**config.mk**
```make
export PLATFORM = sky130hd
export DESIGN_NAME = blockade_input_ctrl
export DESIGN_NICKNAME = d
export VERILOG_FILES = /design/src/rtl/blockade_pkg.sv /design/src/rtl/input_debounce.sv /design/src/rtl/blockade_input_ctrl.sv
export SDC_FILE = /design/constraint.sdc
export NUM_CORES = 1
export LEC_CHECK = 0
export ABC_AREA = 1
export ABC_CLOCK_PERIOD_IN_PS = 15650
export BUFFER_PORTS_ARGS = -buffer_cell sky130_fd_sc_hd__buf_2
export CORE_MARGIN = 10
export CORE_UTILIZATION = 55
export CTS_CLUSTER_DIAMETER = 200
export CTS_CLUSTER_SIZE = 24
export DETAILED_ROUTE_END_ITERATION = 10
export GPL_TIMING_DRIVEN = 0
export PLACE_DENSITY = 0.71
export SYNTH_ARGS = -nofsm -noshare
export SYNTH_HDL_FRONTEND = slang
export SYNTH_SLANG_ARGS = --single-unit
```
**constraint.sdc**
```tcl
create_clock -name clk_sys -period 15.65 [get_ports clk_sys]
set_input_delay 3.13 -clock clk_sys [delete_from_list [all_inputs] [get_ports clk_sys]]
set_output_delay 3.13 -clock clk_sys [all_outputs]
set_load 0.01 [all_outputs]
```
**src/rtl/blockade_pkg.sv**
```systemverilog
// Shared constants for the Blockade input front-end: game modes, coin FSM
// states and bit positions within the raw button vector.
package blockade_pkg;

   localparam logic [1:0] GAME_BLOCKADE = 2'd0;
   localparam logic [1:0] GAME_COMOTION = 2'd1;
   localparam logic [1:0] GAME_HUSTLE   = 2'd2;
   localparam logic [1:0] GAME_BLASTO   = 2'd3;

   localparam int NUM_INPUTS = 13;

   localparam int IDX_P1_R   = 0;
   localparam int IDX_P1_L   = 1;
   localparam int IDX_P1_D   = 2;
   localparam int IDX_P1_U   = 3;
   localparam int IDX_P2_R   = 4;
   localparam int IDX_P2_L   = 5;
   localparam int IDX_P2_D   = 6;
   localparam int IDX_P2_U   = 7;
   localparam int IDX_COIN   = 8;
   localparam int IDX_START1 = 9;
   localparam int IDX_START2 = 10;
   localparam int IDX_FIRE1  = 11;
   localparam int IDX_FIRE2  = 12;

   typedef enum logic [1:0] {
      IDLE,
      PULSE,
      HOLDOFF
   } coin_state_t;

   // Bits needed for a counter that runs from 0 to n-1.
   function automatic int unsigned cnt_width(input int unsigned n);
      return (n > 1) ? $clog2(n) : 1;
   endfunction

endpackage

```
**src/rtl/input_debounce.sv**
```systemverilog
// One button bit: 2-FF synchroniser followed by a stable-count debouncer.
module input_debounce
   import blockade_pkg::*;
#(
   parameter int unsigned DB_CYCLES = 20000
) (
   input  logic clk_sys,
   input  logic reset,
   input  logic raw,
   output logic db
);

   localparam int unsigned CW = cnt_width(DB_CYCLES);

   logic [1:0]    sync_q;
   logic [CW-1:0] cnt;
   logic          synced;

   assign synced = sync_q[1];

   // NOTE: non-blocking assignments keep every flop sampling pre-edge values,
   // so the synchroniser stages shift instead of collapsing into one.
   always_ff @(posedge clk_sys or posedge reset) begin
      if (reset) begin
         sync_q <= '0;
         cnt    <= '0;
         db     <= 1'b0;
      end else begin
         sync_q <= {sync_q[0], raw};
         if (synced == db) begin
            cnt <= '0;
         end else if (cnt == CW'(DB_CYCLES - 1)) begin
            db  <= synced;
            cnt <= '0;
         end else begin
            cnt <= cnt + CW'(1);
         end
      end
   end

endmodule

```
**src/rtl/blockade_input_ctrl.sv**
```systemverilog
// Blockade input front-end: debounces the buttons, shapes the coin pulse and
// builds the per-game active-low input bytes for the core.
module blockade_input_ctrl
   import blockade_pkg::*;
#(
   parameter int unsigned DB_CYCLES           = 20000,
   parameter int unsigned COIN_PULSE_CYCLES   = 200000,
   parameter int unsigned COIN_HOLDOFF_CYCLES = 100000
) (
   input  logic                  clk_sys,
   input  logic                  reset,
   input  logic [1:0]            game_mode,
   input  logic [NUM_INPUTS-1:0] inputs,
   input  logic [3:0]            dip_sw,
   input  logic [7:0]            dip_ext,
   output logic [7:0]            in_1,
   output logic [7:0]            in_2,
   output logic [7:0]            in_4,
   output logic                  coin,
   output logic                  coin_busy
);

   localparam int unsigned COIN_MAX = (COIN_PULSE_CYCLES > COIN_HOLDOFF_CYCLES) ?
                                      COIN_PULSE_CYCLES : COIN_HOLDOFF_CYCLES;
   localparam int unsigned CCW = cnt_width(COIN_MAX);
   localparam logic        BOOM = 1'b0;

   logic [1:0]            rst_sync;
   logic                  rst_int;
   logic [NUM_INPUTS-1:0] db;
   logic                  db_coin;
   logic                  db_coin_q;
   coin_state_t           state;
   logic [CCW-1:0]        coin_cnt;
   logic [7:0]            in_1_d;
   logic [7:0]            in_2_d;
   logic [7:0]            in_4_d;
   logic [7:0]            p_blockade;
   logic [7:0]            p_comotion;

   // Reset asserts immediately but releases only on a clock edge.
   always_ff @(posedge clk_sys or posedge reset) begin
      if (reset) begin
         rst_sync <= 2'b11;
      end else begin
         rst_sync <= {rst_sync[0], 1'b0};
      end
   end

   assign rst_int = rst_sync[1];

   for (genvar i = 0; i < NUM_INPUTS; i++) begin : g_db
      input_debounce #(
         .DB_CYCLES (DB_CYCLES)
      ) u_db (
         .clk_sys (clk_sys),
         .reset   (rst_int),
         .raw     (inputs[i]),
         .db      (db[i])
      );
   end

   assign db_coin = db[IDX_COIN];

   always_ff @(posedge clk_sys or posedge rst_int) begin
      if (rst_int) begin
         state     <= IDLE;
         coin_cnt  <= '0;
         coin      <= 1'b0;
         coin_busy <= 1'b0;
         db_coin_q <= 1'b0;
      end else begin
         db_coin_q <= db_coin;
         case (state)
            IDLE: begin
               if (db_coin && !db_coin_q) begin
                  state     <= PULSE;
                  coin      <= 1'b1;
                  coin_busy <= 1'b1;
                  coin_cnt  <= '0;
               end
            end
            PULSE: begin
               if (coin_cnt == CCW'(COIN_PULSE_CYCLES - 1)) begin
                  state    <= HOLDOFF;
                  coin     <= 1'b0;
                  coin_cnt <= '0;
               end else begin
                  coin_cnt <= coin_cnt + CCW'(1);
               end
            end
            HOLDOFF: begin
               // Counter saturates; a still-held button keeps us here.
               if (coin_cnt == CCW'(COIN_HOLDOFF_CYCLES - 1)) begin
                  if (!db_coin) begin
                     state     <= IDLE;
                     coin_busy <= 1'b0;
                  end
               end else begin
                  coin_cnt <= coin_cnt + CCW'(1);
               end
            end
            default: begin
               state     <= IDLE;
               coin      <= 1'b0;
               coin_busy <= 1'b0;
            end
         endcase
      end
   end

   assign p_blockade = ~{db[IDX_P1_L], db[IDX_P1_D], db[IDX_P1_R], db[IDX_P1_U],
                         db[IDX_P2_L], db[IDX_P2_D], db[IDX_P2_R], db[IDX_P2_U]};
   assign p_comotion = ~{db[IDX_P2_L], db[IDX_P2_D], db[IDX_P2_R], db[IDX_P2_U],
                         db[IDX_P1_L], db[IDX_P1_D], db[IDX_P1_R], db[IDX_P1_U]};

   // NOTE: every output gets a default before the case so no path leaves a
   // value unassigned, which would otherwise infer a latch.
   always_comb begin
      in_1_d = 8'hFF;
      in_2_d = 8'hFF;
      in_4_d = 8'hFF;
      case (game_mode)
         GAME_BLOCKADE: begin
            in_1_d = ~{coin, dip_sw[2:0], 1'b0, BOOM, 2'b00};
            in_2_d = p_blockade;
         end
         GAME_COMOTION: begin
            in_1_d = ~{coin, 2'b00, db[IDX_START1] | db[IDX_START2], dip_sw[0], BOOM, 2'b00};
            in_2_d = p_comotion;
            in_4_d = p_comotion;
         end
         GAME_HUSTLE: begin
            in_1_d = ~{coin, 2'b00, db[IDX_START2], db[IDX_START1], dip_sw[0], dip_sw[2:1]};
            in_2_d = p_blockade;
            in_4_d = dip_ext;
         end
         GAME_BLASTO: begin
            in_1_d = ~{coin, 3'b000, dip_sw[0], dip_sw[1], dip_sw[3:2]};
            in_2_d = ~{db[IDX_FIRE1], db[IDX_START2], db[IDX_START1], 4'b0000, db[IDX_FIRE2]};
            in_4_d = ~{db[IDX_P1_U], db[IDX_P1_L], db[IDX_P1_D], db[IDX_P1_R],
                       db[IDX_P2_U], db[IDX_P2_L], db[IDX_P2_D], db[IDX_P2_R]};
         end
         default: ;
      endcase
   end

   always_ff @(posedge clk_sys or posedge rst_int) begin
      if (rst_int) begin
         in_1 <= 8'hFF;
         in_2 <= 8'hFF;
         in_4 <= 8'hFF;
      end else begin
         in_1 <= in_1_d;
         in_2 <= in_2_d;
         in_4 <= in_4_d;
      end
   end

endmodule

```
==> impl_results.md <==
- First-pass GRT wire length: 50,000 um
- GR peak layer: met2
- GR met1 Demand/Resource: between 20 and 25%
- Syn Inst Count: 1,743
- Maximum fanout along the worst path: 1
- Startpoint Class: flip-flop
- Slowest cell delay on critical path: 0.56 ns
- Overall routing resource usage: between 10% and 20%
- DRC: 0
- Crit Path Category: flip-flop to primary output
- Die Wd: roughly 180 um
- Hold Fails Final Rpt: 0
- Async SR Flop Fraction: 100%
- Commonest non-fill, non-tap cell in the layout: nand2_1
- Initial core utilization: 55.7%
- Antenna-violating nets left: 0
- Core Rows: 58
- Distinct cell type count after synthesis: 45
- VDD IR max: 0.0663 mV
- Clock tree buffer depth: 3
- Critical-path top delay cell: dfstp_2
- Root Driver: clkbuf_16
- Largest net degree at the start of global routing: about 130
- Drt total wl: 28,400 um
- Design area: around 0.015 mm^2
- Hold Path Class: flip-flop to async pin
- Initial antenna violation count: 0
- Final worst-path cycle share: between 20 and 30%
- Setup TNS: 0 ns
- Least-Margin Pin Slew: roughly 0.65 ns
- Register area share after synthesis: about half
- CP required: between 10 and 15 ns
- Post-DP Area: approximately 0.015 mm^2
- GP Congestion: approximately 0.91
- Placed Instances: 2,129
- Die ar.: 0.0322 mm^2
- Status: finished clean
- Syn Std Cell Area: around 0.014 mm^2
- Worst path bufs/invs: 1
- Detail Placement HPWL: 20,900 um
- Pins Over Slew Limit: 0
- Aggregate global routing overflow: 0
- CTS buffer count: 15
- Synth warn: 0
- CP arrival: around 1.2 ns
- TritonCTS clock tree: done
- Delay-heaviest family, CP: flip-flops
- Via density: about 5.3
- Clk slew on worst S/H paths: about 0.090 ns
- Most frequent cells in the layout: 314 x nand2_1, 286 x nor2_1, 279 x inv_1
- Via count: about 11,000
- Syn nets: around 1,800
- Setup WS post-layout: between 10 and 15 ns
- CTS Sinks: about 280
- Vias in the first global route: roughly 11,000
- Core Box Area: between 0.02 and 0.03 mm^2
- Top cell type's share of synthesized area: between 40 and 50%
- Main flop type after synthesis: dfrtp_1
- 1st-pass router iterations: 7
- Chip Height: around 180 um
- LEAKAGE: about 7 nW
- Syn avg cell area: between 8 and 9 um^2
- Cells along the critical path: buf_2
- PortBufs: between 50 and 60
- Max_cap viols: 0
- Clk_skew: 0.0180 ns
- Fmax: around 230 MHz
- Area Overhead vs Synth: 8.28%
- Met2 usage: ~28%
- Unrepaired setup endpoints after global routing: no
- Top cells by area, synth: dfrtp_1 46%, nand2_1 8.4%, nor2_1 7.7%, inv_1 7.5%, nand3_1 5.1%
- DR WL/cell: approximately 13 um
- Pwr dens: a little over 80 mW/mm^2
- Nets: 1,863
- GR Layer Usage met3: under 10%
- H-tree depth: 1
- Max-slew headroom at the worst pin: between 50% and 60%
- Number of synthesized flops with an enable pin: 0
- Layout Cells excl Fill: between 2,000 and 2,500
- Area leader, netlist: dfrtp_1
- Pre-CTS WS: between 10 and 15 ns
- Fillers: between 2,000 and 2,500
- I/O Pins: between 50 and 60
- DR iter-0 viols: a little under 800
- Tot Pwr: 1.22 mW
- Final min period: around 4.3 ns
- Ratio of cells with drive above 1 in the final layout: under 10%
- Register bit total from synthesis: 283
- Diodes inserted: 0
- Finish-stage setup viols: 0
- Cts hold-fix bufs: 0
- Worst skew pair latency: ~0.49 ns
- Worst setup EP type: primary output
- Post_cts resized: 0
- Post-CTS Setup Inserts: 0
path summary, 6_finish.rpt:
check                                             startpoint                                 to  slack, ns  cells past startpoint
setup / recovery                           in_1[4]$_DFF_PP1_                            in_1[4]      11.34                      1
hold / removal                         rst_sync[1]$_DFF_PP1_   g_db[7].u_db.sync_q[0]$_DFF_PP0_       0.27                      1
setup reg to reg                     coin_cnt[0]$_DFFE_PP0P_           coin_cnt[11]$_DFFE_PP0P_      13.60                      8
hold reg to reg                        rst_sync[1]$_DFF_PP1_   g_db[7].u_db.sync_q[0]$_DFF_PP0_       0.27                      1
max in group asynchronous                              reset              rst_sync[0]$_DFF_PP1_      12.98                      2
min in group clk_sys       g_db[11].u_db.sync_q[0]$_DFF_PP0_  g_db[11].u_db.sync_q[1]$_DFF_PP0_       0.35                      0
metrics by stage:
stage                     utilization (%)  hold slack, ns
after floorplan                         -           0.331
after global placement               58.5           0.334
after detailed placement             58.7           0.280
after CTS                            60.4           0.276
after global routing                 60.4           0.312
final                                60.4           0.265
state kept, by name, indices dropped and copies added, names as in the netlist:
register and cells:
coin_cnt 18, g_db.u_db.sync_q 26, rst_sync 2, in_2 8, in_1 8, in_4 8, coin_busy 1, g_db.u_db.cnt 195
db_coin_q 1, g_db.u_db.db 13, state 2, coin 1
area by class of cell:
type	count	area [um^2]	area share, %
sequential	283	7110	46.9
multi-input combinational	1169	5780	38.1
inverter	283	1070	7.06
tap	330	413	2.72
clock buffer	23	405	2.67
timing repair buffer	56	325	2.15
buffer	8	42.5	0.281
clock inverter	1	7.51	0.0495
where the power goes:
group	switching, mW	internal [mW]	total, mW
clock network	0.225	0.181	0.406
logic	0.0418	0.0189	0.0606
registers	0.00984	0.749	0.759
cells in the mapped netlist, types with 4 or more instances:
cell type and instances:
nor4_1 4, mux2_2 6, xor2_1 38, clkbuf_1 5
nor2_1 286, a21o_1 6, dfrtp_1 257, a31oi_1 8
nand2_1 314, o221ai_1 4, o21ai_0 44, dfstp_2 26
nand4_1 53, nand3_1 142, o22ai_1 8, or2_2 7
o2111ai_1 4, xnor2_1 15, a21oi_1 62, inv_1 280
and3_1 4, ha_1 18, nor3b_1 26, nor3_1 94
routing by layer:
metal	up-vias	wire length [um]
met5	-	0
met1	5299	13600
li1	5753	-
met3	31	1220
met4	0	491
met2	227	13100
logic make-up (layout without fill, tap and decap cells):
kind of cell,Yosys count,in the layout,share of synthesized area (%)
compound gates,150,150,6.11
xor+xnor,53,53,3.32
fa+ha+maj,18,18,1.61
buf+inv,291,371,7.89
flops,283,283,50.8
mux,6,6,0.483
other cells,1,1,0.0268
simple gates,941,941,29.7
Power figures use the tool's default switching activity.
